## config.mk

```make
export PLATFORM = sky130hd
export DESIGN_NAME = ps2_tx_queue
export DESIGN_NICKNAME = d
export VERILOG_FILES = /design/src/rtl/ps2_pkg.sv /design/src/rtl/ps2_sync_fifo.sv /design/src/rtl/ps2_tx_queue.sv
export SDC_FILE = /design/constraint.sdc
export NUM_CORES = 1
export LEC_CHECK = 0
export ABC_AREA = 1
export CORE_ASPECT_RATIO = 0.8
export CORE_UTILIZATION = 60
export DETAILED_ROUTE_END_ITERATION = 6
export GPL_ROUTABILITY_DRIVEN = 0
export PLACE_DENSITY = 0.9
export SLEW_MARGIN = 0
export SYNTH_ARGS = -nofsm -noshare
export SYNTH_HDL_FRONTEND = slang
export SYNTH_SLANG_ARGS = --single-unit
```

## constraint.sdc

```tcl
create_clock -name clk -period 4.3 [get_ports clk]
set_input_delay 0.43 -clock clk [delete_from_list [all_inputs] [get_ports clk]]
set_output_delay 0.43 -clock clk [all_outputs]
set_load 0.05 [all_outputs]
```

## src/rtl/ps2_pkg.sv

```systemverilog
// PS/2 command queue shared definitions:
// device response codes, issue states and error causes.
package ps2_pkg;

   localparam int DATA_W = 8;

   localparam logic [7:0] PS2_ACK    = 8'hFA;
   localparam logic [7:0] PS2_RESEND = 8'hFE;

   typedef enum logic [2:0] {
      IDLE,
      ISSUE,
      WAIT_TX,
      WAIT_ACK,
      ERROR
   } issue_state_e;

   typedef enum logic [1:0] {
      ERR_NONE    = 2'b00,
      ERR_TX_TMO  = 2'b01,
      ERR_ACK_TMO = 2'b10,
      ERR_RETRY   = 2'b11
   } err_code_e;

   function automatic int max_int(input int a, input int b);
      return (a > b) ? a : b;
   endfunction

endpackage

```

## src/rtl/ps2_sync_fifo.sv

```systemverilog
// First-word-fall-through byte FIFO holding queued PS/2 commands.
// DEPTH must be a power of two so the pointers wrap naturally.
module ps2_sync_fifo
   import ps2_pkg::*;
#(
   parameter int DEPTH = 8
) (
   input  logic                   clk,
   input  logic                   reset,
   input  logic                   push,
   input  logic                   pop,
   input  logic [DATA_W-1:0]      din,
   output logic [DATA_W-1:0]      dout,
   output logic                   full,
   output logic                   empty,
   output logic [$clog2(DEPTH):0] count
);

   localparam int AW = $clog2(DEPTH);
   localparam logic [AW:0] FULL_CNT = (AW+1)'(DEPTH);

   logic [DATA_W-1:0] mem_q [DEPTH];
   logic [AW-1:0]     wptr_q, wptr_d;
   logic [AW-1:0]     rptr_q, rptr_d;
   logic [AW:0]       count_q, count_d;
   logic              do_push;
   logic              do_pop;

   assign full    = (count_q == FULL_CNT);
   assign empty   = (count_q == '0);
   assign count   = count_q;
   assign dout    = mem_q[rptr_q];
   assign do_push = push && !full;
   assign do_pop  = pop && !empty;

   always_comb begin
      wptr_d  = wptr_q;
      rptr_d  = rptr_q;
      count_d = count_q;
      if (do_push) begin
         wptr_d = wptr_q + 1'b1;
      end
      if (do_pop) begin
         rptr_d = rptr_q + 1'b1;
      end
      unique case ({do_push, do_pop})
         2'b10:   count_d = count_q + 1'b1;
         2'b01:   count_d = count_q - 1'b1;
         default: count_d = count_q;
      endcase
   end

   // Storage carries no reset; occupancy is tracked by the pointers.
   always_ff @(posedge clk) begin
      if (do_push) begin
         mem_q[wptr_q] <= din;
      end
   end

   always_ff @(posedge clk) begin
      if (reset) begin
         wptr_q  <= '0;
         rptr_q  <= '0;
         count_q <= '0;
      end else begin
         wptr_q  <= wptr_d;
         rptr_q  <= rptr_d;
         count_q <= count_d;
      end
   end

endmodule

```

## src/rtl/ps2_tx_queue.sv

```systemverilog
// Command queue and issue sequencer feeding the PS/2 host transmitter:
// issues one byte at a time, waits for ACK, retries on RESEND.
module ps2_tx_queue
   import ps2_pkg::*;
#(
   parameter int DEPTH       = 8,
   parameter int MAX_RETRY   = 3,
   parameter int TX_TIMEOUT  = 2000000,
   parameter int ACK_TIMEOUT = 2000000
) (
   input  logic                   clk,
   input  logic                   reset,
   input  logic                   wr_en,
   input  logic [7:0]             wr_data,
   output logic                   full,
   output logic                   empty,
   output logic [$clog2(DEPTH):0] count,
   output logic                   tx_w_enable,
   output logic [7:0]             tx_data,
   input  logic                   tx_finished,
   input  logic                   rx_done,
   input  logic [7:0]             rx_data,
   output logic                   busy,
   output logic                   ack_pulse,
   output logic                   err,
   output logic [1:0]             err_code,
   output logic                   overflow,
   input  logic                   clr_err
);

   localparam int TW = $clog2(max_int(TX_TIMEOUT, ACK_TIMEOUT));
   localparam int RW = $clog2(MAX_RETRY + 1);

   localparam logic [TW-1:0] TX_LAST   = TW'(TX_TIMEOUT - 1);
   localparam logic [TW-1:0] ACK_LAST  = TW'(ACK_TIMEOUT - 1);
   localparam logic [RW-1:0] RETRY_LIM = RW'(MAX_RETRY);

   issue_state_e  state_q, state_d;
   logic [TW-1:0] timer_q, timer_d;
   logic [RW-1:0] retry_q, retry_d;
   logic [7:0]    tx_data_q, tx_data_d;
   logic          wen_q, wen_d;
   logic          ack_q, ack_d;
   logic          err_q, err_d;
   logic          ovf_q, ovf_d;
   err_code_e     code_q, code_d;

   logic          fifo_pop;
   logic          fifo_full;
   logic          fifo_empty;
   logic [7:0]    fifo_dout;
   logic          new_err;
   err_code_e     new_code;
   logic          rx_ack;
   logic          rx_resend;

   ps2_sync_fifo #(
      .DEPTH (DEPTH)
   ) u_fifo (
      .clk   (clk),
      .reset (reset),
      .push  (wr_en),
      .pop   (fifo_pop),
      .din   (wr_data),
      .dout  (fifo_dout),
      .full  (fifo_full),
      .empty (fifo_empty),
      .count (count)
   );

   assign rx_ack    = rx_done && (rx_data == PS2_ACK);
   assign rx_resend = rx_done && (rx_data == PS2_RESEND);

   assign full        = fifo_full;
   assign empty       = fifo_empty;
   assign tx_w_enable = wen_q;
   assign tx_data     = tx_data_q;
   assign busy        = (state_q != IDLE);
   assign ack_pulse   = ack_q;
   assign err         = err_q;
   assign err_code    = code_q;
   assign overflow    = ovf_q;

   always_comb begin
      state_d   = state_q;
      timer_d   = timer_q;
      retry_d   = retry_q;
      tx_data_d = tx_data_q;
      wen_d     = 1'b0;
      ack_d     = 1'b0;
      fifo_pop  = 1'b0;
      new_err   = 1'b0;
      new_code  = ERR_NONE;
      unique case (state_q)
         IDLE: begin
            if (!fifo_empty) begin
               fifo_pop  = 1'b1;
               tx_data_d = fifo_dout;
               retry_d   = '0;
               state_d   = ISSUE;
            end
         end
         ISSUE: begin
            wen_d   = 1'b1;
            timer_d = '0;
            state_d = WAIT_TX;
         end
         WAIT_TX: begin
            if (tx_finished) begin
               timer_d = '0;
               state_d = WAIT_ACK;
            end else if (timer_q == TX_LAST) begin
               new_err  = 1'b1;
               new_code = ERR_TX_TMO;
               state_d  = ERROR;
            end else begin
               timer_d = timer_q + 1'b1;
            end
         end
         WAIT_ACK: begin
            // Unrelated bytes fall through so the timeout keeps running.
            if (rx_ack) begin
               ack_d   = 1'b1;
               state_d = IDLE;
            end else if (rx_resend && (retry_q < RETRY_LIM)) begin
               retry_d = retry_q + 1'b1;
               state_d = ISSUE;
            end else if (rx_resend) begin
               new_err  = 1'b1;
               new_code = ERR_RETRY;
               state_d  = ERROR;
            end else if (timer_q == ACK_LAST) begin
               new_err  = 1'b1;
               new_code = ERR_ACK_TMO;
               state_d  = ERROR;
            end else begin
               timer_d = timer_q + 1'b1;
            end
         end
         ERROR: begin
            state_d = IDLE;
         end
         default: begin
            state_d = IDLE;
         end
      endcase
   end

   // First error wins unless it is being cleared in the same cycle.
   always_comb begin
      err_d  = err_q && !clr_err;
      code_d = clr_err ? ERR_NONE : code_q;
      ovf_d  = (ovf_q && !clr_err) || (wr_en && fifo_full);
      if (new_err && (!err_q || clr_err)) begin
         err_d  = 1'b1;
         code_d = new_code;
      end
   end

   always_ff @(posedge clk) begin
      if (reset) begin
         state_q   <= IDLE;
         timer_q   <= '0;
         retry_q   <= '0;
         tx_data_q <= '0;
         wen_q     <= 1'b0;
         ack_q     <= 1'b0;
         err_q     <= 1'b0;
         code_q    <= ERR_NONE;
         ovf_q     <= 1'b0;
      end else begin
         state_q   <= state_d;
         timer_q   <= timer_d;
         retry_q   <= retry_d;
         tx_data_q <= tx_data_d;
         wen_q     <= wen_d;
         ack_q     <= ack_d;
         err_q     <= err_d;
         code_q    <= code_d;
         ovf_q     <= ovf_d;
      end
   end

endmodule

```

* Word level (Yosys, flattened, before mapping) *
Memory sizes are Yosys's and may differ from the RTL's. A register that Yosys moved wholly into a read port is not among the register bits.
Index checks and enable logic that the tools add are counted.

word-level totals
  bits in registers = 42
  memory bits (writable) = 64
  input port bits = 22
  output and inout port bits = 21
  logic and storage cells = 101
  memories = 1

cells by class
  $add $sub $neg = 6
  magnitude comparators = 1
  equal/unequal tests = 14
  multiplexer cells = 40
  bitwise operators = 2
  reductions and logical operators = 26

memories
  memory        depth  width  rd ports  clocked after memory_dff  wr ports  RTL line             source
  u_fifo.mem_q  8      8      1         1                         1         ps2_sync_fifo.sv:22  logic [DATA_W-1:0] mem_q [DEPTH];

operator list
  kind                     count
  $mux W21                 5
  $pmux W21 S3             1
  $add A21 B1 Y21 const B  1
  $eq A21 B21 Y1 const B   1
  $mux W2                  9
  $mux W3                  6
  $eq A8 B8 Y1 const B     2
  $mux W1                  14
  $pmux W3 S4              1
  $ne A2 B2 Y1 const B     5
  $logic_and A1 B1 Y1      9
  $pmux W2 S2              2
  $pmux W4 S2              1
  $reduce_and A4 Y1        2
  $add A3 B1 Y3 const B    2
  $eq A3 B2 Y1 const B     2
  $reduce_bool A2 Y1       3
  $reduce_bool A3 Y1       2
  $add A4 B1 Y4 const B    1
  $eq A4 B4 Y1 const B     1
  $logic_not A1 Y1         4
  $logic_not A4 Y1         1
  $sub A4 B1 Y4 const B    1
  $eq A3 B1 Y1 const B     1
  10 further kinds         12

* Depth between registers and ports, before layout *
Gate-level depths: netlist (run 1).

  depth after elaboration = 8
  depth in mapped cells = 14

* Cells and area by module *
A second synthesis (run 1) with hierarchy kept.

second synthesis, totals
  cell total of the unflattened synthesis = 637
  area total of the unflattened synthesis = 5546.6 um2

modules (own cells, without submodules)
  module         times used  cells each  area each (um2)  sequential area each (um2)
  ps2_sync_fifo  1           276         3218.1           2182.1
  ps2_tx_queue   1           361         2328.5           800.8

* Least setup slack after synthesis (run 1) *
No wires, ideal clock.

  kind = register -> register
  start = register u_fifo.count_q[2], in the netlist u_fifo.count[2]
  end = register u_fifo.count_q[3], in the netlist u_fifo.count[3]
  library setup time = 122 ps
  arrival time = 2605 ps
  required time = 4178 ps
  slack = 1573 ps
  cell stages (with the launch flop) = 14
  period minus slack after synthesis = 2727 ps
  cells stage by stage = dfxtp_1 > inv_1 > nand3_1 > inv_1 > nor2_1 > inv_1 > ha_1 > ha_1 > a21oi_1 > nand2_1 > a21oi_1 > o21ai_0 > o21ai_0 > a21oi_1

between the ends
  elaborated cells between the ends (all ways) = 14

RTL lines
  what                                                      RTL line             source
  from (decl)                                               ps2_sync_fifo.sv:25  logic [AW:0] count_q, count_d;
  from (signal assigned)                                    ps2_sync_fifo.sv:68  count_q <= count_d;
  $eq A4 B4 Y1 *                                            ps2_sync_fifo.sv:29  assign full = (count_q == FULL_CNT);
  named net full                                            ps2_tx_queue.sv:15   output logic full,
  $logic_not A1 Y1 *                                        ps2_sync_fifo.sv:33  assign do_push = push && !full;
  $logic_and A1 B1 Y1 *                                     ps2_sync_fifo.sv:33
  $eq A2 B1 Y1 / $eq A2 B2 Y1 (equally long branches)       ps2_sync_fifo.sv:46  unique case ({do_push, do_pop})
  $pmux W4 S2 / $reduce_bool A2 Y1 (equally long branches)  n/a

Mark *: on every way through the listed nets, which the timed path passes. The rest lies on a longest branch.
A chain may end at the register's enable or synchronous reset.

* Worst setup path in the final report (run 1) *
  start = register u_fifo.count_q[1], in the netlist u_fifo.count[1]
  end = register u_fifo.count_q[3], in the netlist u_fifo.count[3]

between the ends
  cells in the longest elaborated chain, start to end = 6
  elaborated cells between the ends (all ways) = 14

ends and longest elaborated chain
  what                                                      RTL line             source
  $logic_not A4 Y1                                          ps2_sync_fifo.sv:30  assign empty = (count_q == '0);
  $mux W1                                                   ps2_tx_queue.sv:96   if (!fifo_empty) begin
  $mux W1                                                   ps2_tx_queue.sv:94   unique case (state_q)
  $logic_and A1 B1 Y1                                       ps2_sync_fifo.sv:34  assign do_pop = pop && !empty;
  $eq A2 B1 Y1 / $eq A2 B2 Y1 (equally long branches)       ps2_sync_fifo.sv:46
  $pmux W4 S2 / $reduce_bool A2 Y1 (equally long branches)  n/a

Several ways; a longest one is shown, not always the timed one.

==> results.py, run 1 <==
metrics = {
    "critical_path": {
        "crit_fanout": 14,
        "end_kind": "flip-flop",
        "cp_slowest_stage_delay_ps": 370,
        "worstReg2RegStart": "u_fifo.count[1]",
        "arrival_ps": 3230,
        "worst_setup_path_start_kind": "flip-flop",
        "required_ps": 4690,
        "rrSetupSlack_ps": 1460,
        "cp_slowest_cell": "nand2_1",
        "crit_top_cell": "a21oi_1",
        "worstSetupPathType": "flip-flop to flip-flop",
        "path_cells": "nor2_1, nand3_1, nand2_1, inv_1, ha_1, ha_1, a21oi_1, nand2_1, a21oi_1, o21ai_0, o21ai_0, a21oi_1",
        "r2r_end": "u_fifo.count[3]",
        "reg2reg_depth": 12,
    },
    "cts": {
        "cts_buffers": 17,
        "clockBufferDepth": 2,
        "cts.sinks": 114,
        "clkTransAtPathRegs_ps": 60,
        "post_cts_resized": 0,
        "htree_levels": 4,
        "clk_latency_ps": 510,
        "clockRootBuffer": "clkbuf_8",
        "post_cts.repair.setup_buffers": 0,
        "cts_tree": "done",
        "cts_hold_buf": 0,
    },
    "floorplan": {
        "dieArea_mm2": 0.00930,
        "coreArea_mm2": 0.00856,
        "die_width_um": 108,
        "initial_utilization": 0.625,
        "ios": 43,
        "num_rows": 30,
        "die_h_um": 86.5,
    },
    "hold_path": {
        "whs_path_depth": 2,
        "hold_class": "flip-flop to flip-flop",
        "min_from": "timer_q[5]",
        "hold_end": "timer_q[5]",
    },
    "drt": {
        "dr.pass1.iters": 5,
        "vias": 4382,
        "drc_errors": 0,
        "drtIter0Drc": 449,
        "wl_per_cell_um": 17.7,
        "viasPerCell": 5.95,
        "wirelength_mm": 13.0,
        "drtAntennaViolNets": 0,
    },
    "yosys": {
        "synth_warnings": 0,
        "syn_area_per_cell_um2": 9.42,
        "synth.ff_latch_count": 114,
        "synth_cell_types": 47,
        "syn_area_mm2": 0.00535,
        "synth_fp_nets": 598,
        "syn_inst": 568,
        "ys_seq_area_frac": 0.546,
    },
    "sta": {
        "max_freq_mhz": 352,
        "rsz0062_at_grt": "false",
        "setup_viol": 0,
        "drv_slew": 0,
        "finalHoldWorstSlack_ps": 453,
        "period_needed_ps": 2840,
        "tightest_slew_ps": 1090,
        "fin_skew_ps": 8.21,
        "setup_tns_ps": 0,
        "period_share": 0.660,
        "maxSlewHeadroom": 0.271,
        "hold_violations": 0,
    },
    "placed_design": {
        "dp_hpwl_mm": 8.58,
        "io_buffers": 42,
        "dp.cells": 705,
    },
    "pwr": {
        "power_leakage_uw": 0.00232,
        "p_clk_frac": 0.322,
        "p_int_uw": 2450,
        "switchingPower_uw": 1560,
        "power_density_mw_per_mm2": 629,
        "vdd_drop_max_mv": 0.514,
        "sequentialPowerShare": 0.346,
        "p_comb_frac": 0.332,
        "netSwitchingFraction": 0.389,
    },
    "cells_and_area": {
        "drive_above_1_share": 0.125,
        "final_util": 0.744,
        "final_common_cell": "nand2_1",
        "syn2layout_area_growth_pct": 19.1,
        "diodes": 0,
        "fillCellCount": 545,
        "final_net_count": 642,
        "regArea_mm2": 0.00292,
        "multiInputGateArea_mm2": 0.00210,
        "final_cell_count_no_fill": 737,
        "layout_common_cells": "87 x nand2_1, 76 x nor2_1, 64 x edfxtp_1",
    },
    "grt": {
        "grt-ovfl-total": 0,
        "grt_pass1_wl_mm": 20.7,
        "antenna_found_initial": 0,
        "grt_pass1_vias": 4146,
        "grt_usage": 0.300,
        "grt_max_degree": 35,
    },
    "run": {
        "drv_cap": 0,
    },
    "outcome": {
        "status": "complete, no violations",
    },
}
cells in the mapped netlist (all sizes together):
master	count	area [um2]
a21oi	38	198
o211a	1	10.0
buf	8	60.1
dfxtp	50	1000
edfxtp	64	1920
a21boi	1	7.51
inv	58	223
o22ai	8	50.1
o21ai	44	235
nor2	90	425
and3	1	6.26
nand4	11	90.1
clkbuf	10	37.5
mux2i	8	80.1
fa	1	20.0
ha	7	87.6
nor4	3	18.8
xnor2	2	17.5
clkinv	2	7.51
xor2	2	25.0
o211ai	17	128
nand2	96	393
nand3	33	213
a31oi	2	12.5
nor3	7	40.0
nand3b	4	42.5
logic make-up after synthesis:
logic type,synth area share
AND/OR/NAND/NOR,0.230
flip-flops,0.546
AO/OA/AOI/OAI,0.120
buffers and inverters,0.0613
multiplexers,0.0150
adder cells (fa/ha/maj),0.0201
XOR/XNOR,0.00795
worst max-delay path: cells and delay by family, from the launching register on:
| family | cells | cell delay, ps |
|---|---|---|
| and+or+nand+nor | 4 | 740 |
| adders and majority gates | 2 | 700 |
| AOI/OAI and AO/OA | 5 | 630 |
| DFF | 1 | 360 |
| buffers and inverters | 1 | 290 |
metal layers:
metal	routed length, um	track usage	vias up	share of wire
met5	0	0	-	0
met4	206	0.0934	0	0.016
met3	1380	0.0789	29	0.11
met2	6190	0.472	269	0.48
met1	5250	0.408	2049	0.40
li1	-	-	2035	-
metrics by stage:
stage / worst slack [ps] / total power, uW / instance area (um2)
floorplan: 1570 / 2360 / 5350
global placement: 1660 / 2640 / 5820
detailed placement: 1540 / 2690 / 5820
CTS: 1520 / 3990 / 6370
global route: 1170 / 4170 / 6370
finish: 1460 / 4010 / 6370
cell type report:
cell class,count,area share
clock buffers,17,0.0650
well taps,112,0.0220
flip-flops and latches,114,0.459
multi-input cells,376,0.330
clock inverters,15,0.0212
repair buffers,43,0.0672
inverters,60,0.0361
power by group through the flow:
stage                     Sequential, uW  Clock (uW)  Combinational [uW]
after floorplan                     1530           0                 827
after global placement              1390           0                1250
after detailed placement            1400           0                1290
after CTS                           1380        1290                1320
after global routing                1400        1340                1440
final                               1390        1290                1330
state kept, by name (all words and copies together), names as in the netlist:
name and flops:
state_q 3, u_fifo.count 4, retry_q 2, u_fifo.rptr_q 3
tx_data 8, timer_q 21, u_fifo.wptr_q 3, err 1
tx_w_enable 1, overflow 1, ack_pulse 1, u_fifo.mem_q 64
err_code 2
how the worst max path moves through the flow:
stage,start,to,slack [ps]
3_3_place_gp,wr_en,u_fifo.count[3],1660
5_1_grt,u_fifo.count[1],u_fifo.count[3],1170
6_report,u_fifo.count[1],u_fifo.count[3],1460
2_1_floorplan,u_fifo.count[2],u_fifo.count[3],1570
4_1_cts,u_fifo.count[1],u_fifo.count[3],1520
3_5_place_dp,wr_en,u_fifo.count[3],1540
Power figures use the tool's default switching activity.
==> run 2: changes to the inputs <==
--- a/config.mk
+++ b/config.mk
@@ -7,10 +7,10 @@
 export LEC_CHECK = 0
 export ABC_AREA = 1
 export CORE_ASPECT_RATIO = 0.8
-export CORE_UTILIZATION = 60
+export CORE_UTILIZATION = 52
 export DETAILED_ROUTE_END_ITERATION = 6
 export GPL_ROUTABILITY_DRIVEN = 0
-export PLACE_DENSITY = 0.9
+export PLACE_DENSITY = 0.83
 export SLEW_MARGIN = 0
 export SYNTH_ARGS = -nofsm -noshare
 export SYNTH_HDL_FRONTEND = slang
==> constraint.sdc (replaced) <==
create_clock -name clk -period 2.4 [get_ports clk]
set_input_delay 0.24 -clock clk [delete_from_list [all_inputs] [get_ports clk]]
set_output_delay 0.24 -clock clk [all_outputs]
set_load 0.05 [all_outputs]
==> results.py, run 2 (synthesis results as in run 1) <==
metrics = {
    "pwr": {
        "power_density_mw_per_mm2": 1100,
        "sequentialPowerShare": 0.337,
        "vdd_drop_max_mv": 1.07,
        "power_leakage_uw": 0.00238,
        "p_clk_frac": 0.311,
        "netSwitchingFraction": 0.370,
        "p_int_uw": 4540,
        "switchingPower_uw": 2660,
        "p_comb_frac": 0.352,
    },
    "floorplan": {
        "coreArea_mm2": 0.00981,
        "die_width_um": 115,
        "num_rows": 32,
        "die_h_um": 92.7,
        "ios": 43,
        "dieArea_mm2": 0.0107,
        "initial_utilization": 0.545,
    },
    "cells_and_area": {
        "largest_reg_flops": 64,
        "final_net_count": 656,
        "design_area_mm2": 0.00652,
        "diodes": 0,
        "top_register": "u_fifo.mem_q",
        "layout_common_cells": "86 x nand2_1, 75 x nor2_1, 64 x edfxtp_1",
        "final_util": 0.665,
        "syn2layout_area_growth_pct": 21.9,
        "drive_above_1_share": 0.146,
        "final_common_cell": "nand2_1",
    },
    "cts": {
        "clk_latency_ps": 410,
        "htree_levels": 4,
        "clkTransAtPathRegs_ps": 50,
        "clockRootBuffer": "clkbuf_16",
        "cts.sinks": 114,
        "cts_buffers": 17,
        "post_cts.repair.setup_buffers": 0,
        "clockBufferDepth": 2,
        "cts_tree": "done",
    },
    "run": {
        "drv_cap": 0,
    },
    "sta": {
        "fin_skew_ps": 10.9,
        "period_share": 0.919,
        "max_freq_mhz": 453,
        "setup_tns_ps": 0,
        "maxSlewHeadroom": 0.523,
        "rsz0062_at_grt": "false",
        "drv_slew": 0,
        "tightest_slew_ps": 714,
        "hold_violations": 0,
        "setup_viol": 0,
        "period_needed_ps": 2210,
    },
    "drt": {
        "viasPerCell": 5.60,
        "wirelength_mm": 12.3,
        "drc_errors": 0,
        "drtAntennaViolNets": 0,
        "drtIter0Drc": 322,
        "vias": 4341,
        "wl_per_cell_um": 15.9,
        "dr.pass1.iters": 7,
    },
    "placed_design": {
        "dp_hpwl_mm": 8.07,
        "dpl-instance-area_mm2": 0.00600,
        "io_buffers": 42,
    },
    "critical_path": {
        "reg2reg_depth": 13,
        "required_ps": 2160,
        "worst_setup_path_start_kind": "flip-flop",
        "arrival_ps": 1970,
        "worstSetupPathType": "flip-flop to output pin",
        "end_kind": "output pin",
        "crit_fanout": 4,
    },
    "grt": {
        "grt_usage": 0.246,
        "grt_pass1_vias": 4121,
        "grt_max_degree": 35,
        "grt-ovfl-total": 0,
        "grt_pass1_wl_mm": 19.8,
        "antenna_found_initial": 0,
    },
    "hold_path": {
        "whs_path_depth": 3,
        "hold_class": "input port to flip-flop",
    },
    "outcome": {
        "status": "complete, no violations",
    },
}
==> run 2: area by class of cell <==
type	instances	area (um2)
Clock buffer	24	462
Clock inverter	8	65.1
Fill cell	731	3290
Inverter	60	234
Multi-Input combinational cell	376	2120
Sequential cell	114	2940
Tap cell	136	170
Timing Repair Buffer	57	533
==> run 2: path summary, 6_finish.rpt <==
path / startpoint / endpoint / slack [ps]
min: wr_en / overflow / 430
min reg2reg: timer_q[5] / timer_q[5] / 450
max: u_fifo.count[0] / full / 190
max reg2reg: u_fifo.count[2] / u_fifo.count[3] / 260
==> run 2: worst max-delay path, stage by stage, from the launching register on <==
cell and delay (ps):
dfxtp_4 350, nor2_1 140, nand3_1 130, clkinvlp_4 120, clkdlybuf4s50_1 820
==> run 2: layer usage <==
metal	vias up	track usage	wire, um
li1	2066	-	-
met1	2057	0.305	5090
met2	186	0.407	6120
met3	32	0.0648	905
met4	0	0.0963	211
met5	-	0	0
==> run 2: per-stage QoR <==
stage               hold slack (ps)  total power [uW]  worst slack [ps]  instances
detailed placement              440              4950               174        743
global route                    460              7510              29.8        775
CTS                             420              7210               172        775
floorplan                       339              4270              30.3        568
global placement                433              4860               226        743
finish                          429              7210               193        775
==> run 2: power by group through the flow <==
stage               Combinational, uW  Clock [uW]  Sequential, uW
finish                           2540        2240            2430
global route                     2740        2330            2440
CTS                              2520        2260            2430
detailed placement               2490           0            2460
global placement                 2420           0            2440
floorplan                        1520           0            2760
==> run 2: timing repair <==
action                     4_1_cts  5_1_grt
resized for setup                0        1
setup endpoints to repair        0        1
hold buffers                     0        0
hold endpoints to repair         0        0
==> RTL change 1: new RTL, flow settings as in run 2 <==
Make the reset (`reset`) asynchronous in 2 clocked blocks.
--- a/src/rtl/ps2_sync_fifo.sv
+++ b/src/rtl/ps2_sync_fifo.sv
@@ -57,7 +57,7 @@
       end
    end
 
-   always_ff @(posedge clk) begin
+   always_ff @(posedge clk or posedge reset) begin
       if (reset) begin
          wptr_q  <= '0;
          rptr_q  <= '0;
--- a/src/rtl/ps2_tx_queue.sv
+++ b/src/rtl/ps2_tx_queue.sv
@@ -157,7 +157,7 @@
       end
    end
 
-   always_ff @(posedge clk) begin
+   always_ff @(posedge clk or posedge reset) begin
       if (reset) begin
          state_q   <= IDLE;
          timer_q   <= '0;
Behaviour: differs if reset is asserted again (counterexample within 4 cycles, from zero or initial values and one cycle with reset high); with reset held inactive, the same outputs for 10 cycles.
==> RTL change 1 against run 2 <==
- design area grew 5.8%
- clock power grew 17%
- sequential cell count unchanged
- critical path type unchanged
- wire length up 11%
- maximum frequency shrank 1.6%
- utilization shrank 0.16 points
- combinational power grew 10%
- synthesized area rose by 5.6%
- power up 13%
- worst setup slack got worse by 0.035 ns
- non-clock buffer count rose by 4
- via count up 9.8%
- sequential power rose by 13%
==> RTL change 1: results (changes against run 2) <==
status=completed; met1 wire length=5600 um (+9.9%); first-pass GRT wire length=22200 um (+12%); top post-synthesis cells by count=nand2_1 (147), nor2_1 (107), edfxtp_1 (64); final wirelength=13700 um (+11%); Vias=4768 (+9.8%); Worst IR Drop VDD=0.00109 V (+1.8%); Final HPWL DP=8670 um (+7.4%); DRT iter0 DRCs=547 (+70%); Worst Skew=0.00617 ns (-0.00478 ns); Post-DP Area=6280 um2 (+4.7%); placed cell count=810 (+9.0%); Async S/R FF share, synth=43.9% (+44 points); pre-CTS setup slack=0.0913 ns (-0.0827 ns); actual slew at the worst max-slew pin=0.697 ns (-0.0178 ns); Register-to-Register Path Depth=14 (+1); Largest stage delay, worst path=0.80 ns (-0.02 ns); reg2reg start=u_fifo.count[0]; P_leak=2.82 nW (+18%); nets=719 (+9.6%); Pint=5.09 mW (+12%); Mapped Cells=632 (+11%); min-delay worst type=in2async; met3 usage in global routing=7.24% (+0.76 points); met3 wire len=1310 um (+45%); Non-Filler Instances=842 (+8.6%); initial antenna violation count=0 (unchanged); met1 Resource Use GR=33.2% (+2.8 points); GRT Total Usage=25.7% (+1.2 points); Pre-antenna DRT Iters=6 (-1); period utilization=93.4% (+1.5 points); post-synthesis sequential area ratio=56.2% (+1.5 points); RR Endpoint=u_fifo.count[3]; Syn Nets=662 (+11%); vias in the first global route=4572 (+11%); synth unique cells=35 (-26%); grt met2 use=40.5% (-0.22 points); layout cells sized above 1=10.7% (-3.9 points); CP arrival=2.00 ns (+0.03 ns); synth top area cells=edfxtp_1 (34%), dfrtp_1 (22%), nand2_1 (9.8%), nor2_1 (7.1%), o21ai_0 (4.3%); hold slack=0.257 ns (-0.172 ns)
RTL change 1: cell families (layout without fill, tap and decap cells):
group / after synthesis / count (layout) / share of synthesized area, %
AND/OR/NAND/NOR: 333 / 333 / 25.1
AO/OA/AOI/OAI: 89 / 89 / 9.19
XOR/XNOR: 11 / 11 / 1.71
flip-flops: 114 / 114 / 56.2
buffers and inverters: 77 / 147 / 5.98
adder cells (fa/ha/maj): 8 / 8 / 1.90
RTL change 1: area by class of cell:
type	count	area [um2]
repair buffers	61	563
clock inverters	14	189
flip-flops and latches	114	3180
inverters	54	206
fillers	770	3500
multi-input cells	441	2160
well taps	140	175
clock buffers	18	429
RTL change 1: power groups by stage:
stage	sequential (mW)	clock [mW]	combinational, mW
2_1_floorplan	3.06	0	1.60
3_3_place_gp	2.73	0	2.63
3_5_place_dp	2.75	0	2.71
4_1_cts	2.73	2.62	2.78
5_1_grt	2.78	2.71	3.06
6_report	2.74	2.61	2.80
==> RTL change 2: new RTL, flow settings as in run 2 <==
Without the edit above. `DEPTH` is set to 8 in 2 places; all go to 16.
--- a/src/rtl/ps2_sync_fifo.sv
+++ b/src/rtl/ps2_sync_fifo.sv
@@ -3,7 +3,7 @@
 module ps2_sync_fifo
    import ps2_pkg::*;
 #(
-   parameter int DEPTH = 8
+   parameter int DEPTH = 16
 ) (
    input  logic                   clk,
    input  logic                   reset,
--- a/src/rtl/ps2_tx_queue.sv
+++ b/src/rtl/ps2_tx_queue.sv
@@ -3,7 +3,7 @@
 module ps2_tx_queue
    import ps2_pkg::*;
 #(
-   parameter int DEPTH       = 8,
+   parameter int DEPTH       = 16,
    parameter int MAX_RETRY   = 3,
    parameter int TX_TIMEOUT  = 2000000,
    parameter int ACK_TIMEOUT = 2000000
Interface: changed (resized count); port bits go from 43 to 44. The function was not compared with the original's and may differ.
==> RTL change 2 against run 2 <==
- count of clock-buffer cells in the layout decreased by 2
- power up 35%
- sequential power is 51% higher
- worst setup slack worse by 0.090 ns
- global-route usage is 0.27 points higher
- combinational power increased by 34%
- wire length up 54%
- design area rose by 48%
- synthesized area increased by 53%
- via count is 46% higher
- highest routed layer unchanged
- sequential cell count up 67
==> RTL change 2: results (changes against run 2) <==
status=completed; synth top area cells=edfxtp_1 (47%), dfxtp_1 (13%), nor2_1 (8.5%), o21ai_0 (5.3%), nand2_1 (4.8%); P_leak=3.60 nW (+51%); Worst IR Drop VDD=0.000727 V (-32%); number of synthesized flops with an enable pin=128 (+100%); post-synthesis mux area share=0% (-1.5 points); post-synthesis sequential area ratio=59.8% (+5.2 points); Root Buffer Master=clkbuf_16; family with the most delay on the worst path=simple AND/OR/NAND/NOR gates; GRT Total Usage=24.8% (+0.27 points); clk_lat worst skew=0.44 ns (+0.03 ns); Synth Area in Compound Gates=10.4% (-1.6 points); H-tree level count=4 (unchanged); Vias=6321 (+46%); adder-cell share of the synthesized area=1.92% (-0.090 points); Synth Area in XOR/XNOR=0.641% (-0.15 points); layout cells sized above 1=13.3% (-1.3 points); Async S/R FF share, synth=0% (unchanged); first-pass GRT wire length=30100 um (+52%); Relative slew margins=56.2% (+3.9 points); Worst Skew=0.0153 ns (+0.00432 ns); TritonCTS buffer count=17 (unchanged); synth unique cells=40 (-15%); max reg flops=128 (+100%); min-delay worst type=reg2reg; Final HPWL DP=12300 um (+53%); nets=948 (+45%); Port Buffers=43 (+2.4%); Largest stage delay, worst path=0.40 ns (-0.42 ns); Pre-antenna DRT Iters=5 (-2); vias in the first global route=5803 (+41%); synth warn=0 (unchanged); Wirelength per Cell=16.7 um (+5.2%); ys flop type=edfxtp_1; CP arrival=2.63 ns (+0.66 ns); # Post-CTS Setup Buffers=0 (unchanged); crit path max fanout=6 (+2); slowest stage cell, crit path=fa_1; largest net degree at the start of global routing=41 (+17%); initial antenna violation count=0 (unchanged); Net Sw Power=3.63 mW (+36%); Syn Nets=884 (+48%); Max Root-Sink Buffers=2 (unchanged); # diodes=0 (unchanged); most flop-heavy register=u_fifo.mem_q; Clk pin slew, worst setup/hold paths=0.07 ns (+0.02 ns); DRT iter0 DRCs=664 (+110%); top post-synthesis cells by count=nor2_1 (186), edfxtp_1 (128), nand2_1 (106)
==> RTL change 2: tightest hold or removal path: stages (launching register included) <==
cell,delay (ns)
dfxtp_1,0.31
nand2_1,0.06
a21oi_1,0.05
==> RTL change 2: final timing paths <==
kind                                       from         endpoint  slack [ns]  depth (start not counted)
worst max-delay path            u_fifo.count[0]  u_fifo.count[4]        0.10                         12
worst min-delay path                   overflow         overflow        0.47                          2
worst max register to register  u_fifo.count[0]  u_fifo.count[4]        0.10                         12
worst min register to register         overflow         overflow        0.47                          2
==> RTL change 2: through the flow <==
stage          instances  power (mW)  cell area (um2)  hold WS, ns  worst slack, ns
2_1_floorplan        850        6.02             8220        0.339          0.00294
3_3_place_gp        1105        6.94             9040        0.452            0.141
3_5_place_dp        1105        7.02             9040        0.457           0.0937
4_1_cts             1137        9.70             9610        0.468           0.0294
5_1_grt             1137        10.3             9640        0.487           -0.107
6_report            1137        9.75             9640        0.465            0.103
==> RTL change 2: power by group through the flow <==
stage               Combinational (mW)  Clock [mW]  Sequential (mW)
detailed placement                3.28           0             3.73
finish                            3.40        2.68             3.67
floorplan                         2.00           0             4.02
global route                      3.74        2.85             3.69
global placement                  3.21           0             3.72
CTS                               3.31        2.72             3.66
==> RTL change 2: cells by family after synthesis <==
logic type,count (synthesis)
xor gates and xnor gates,6
and+or+nand+nor,399
AOI/OAI and AO/OA,149
DFF,181
buffers and inverters,103
adders and majority gates,12
==> RTL change 2: metal layers <==
layer | track usage [%] | up-vias | share of wire [%]
met5 | 0 | - | 0
li1 | - | 3035 | -
met3 | 4.98 | 23 | 8.2
met4 | 7.60 | 0 | 1.3
met2 | 39.2 | 298 | 47
met1 | 34.8 | 2965 | 43
==> RTL change 2: final cells by class <==
class / count / area (um2)
clock buffers: 22 / 489
multi-input cells: 566 / 2920
fillers: 1175 / 5580
repair buffers: 77 / 699
flip-flops and latches: 181 / 4920
clock inverters: 10 / 78.8
inverters: 71 / 274
well taps: 210 / 263
==> RTL change 2: what timing repair did <==
item,in CTS,in global routing
setup endpoints to repair,1,3
hold buffers,0,0
gates resized for setup,1,7
pin swaps,0,0
gates cloned,0,0
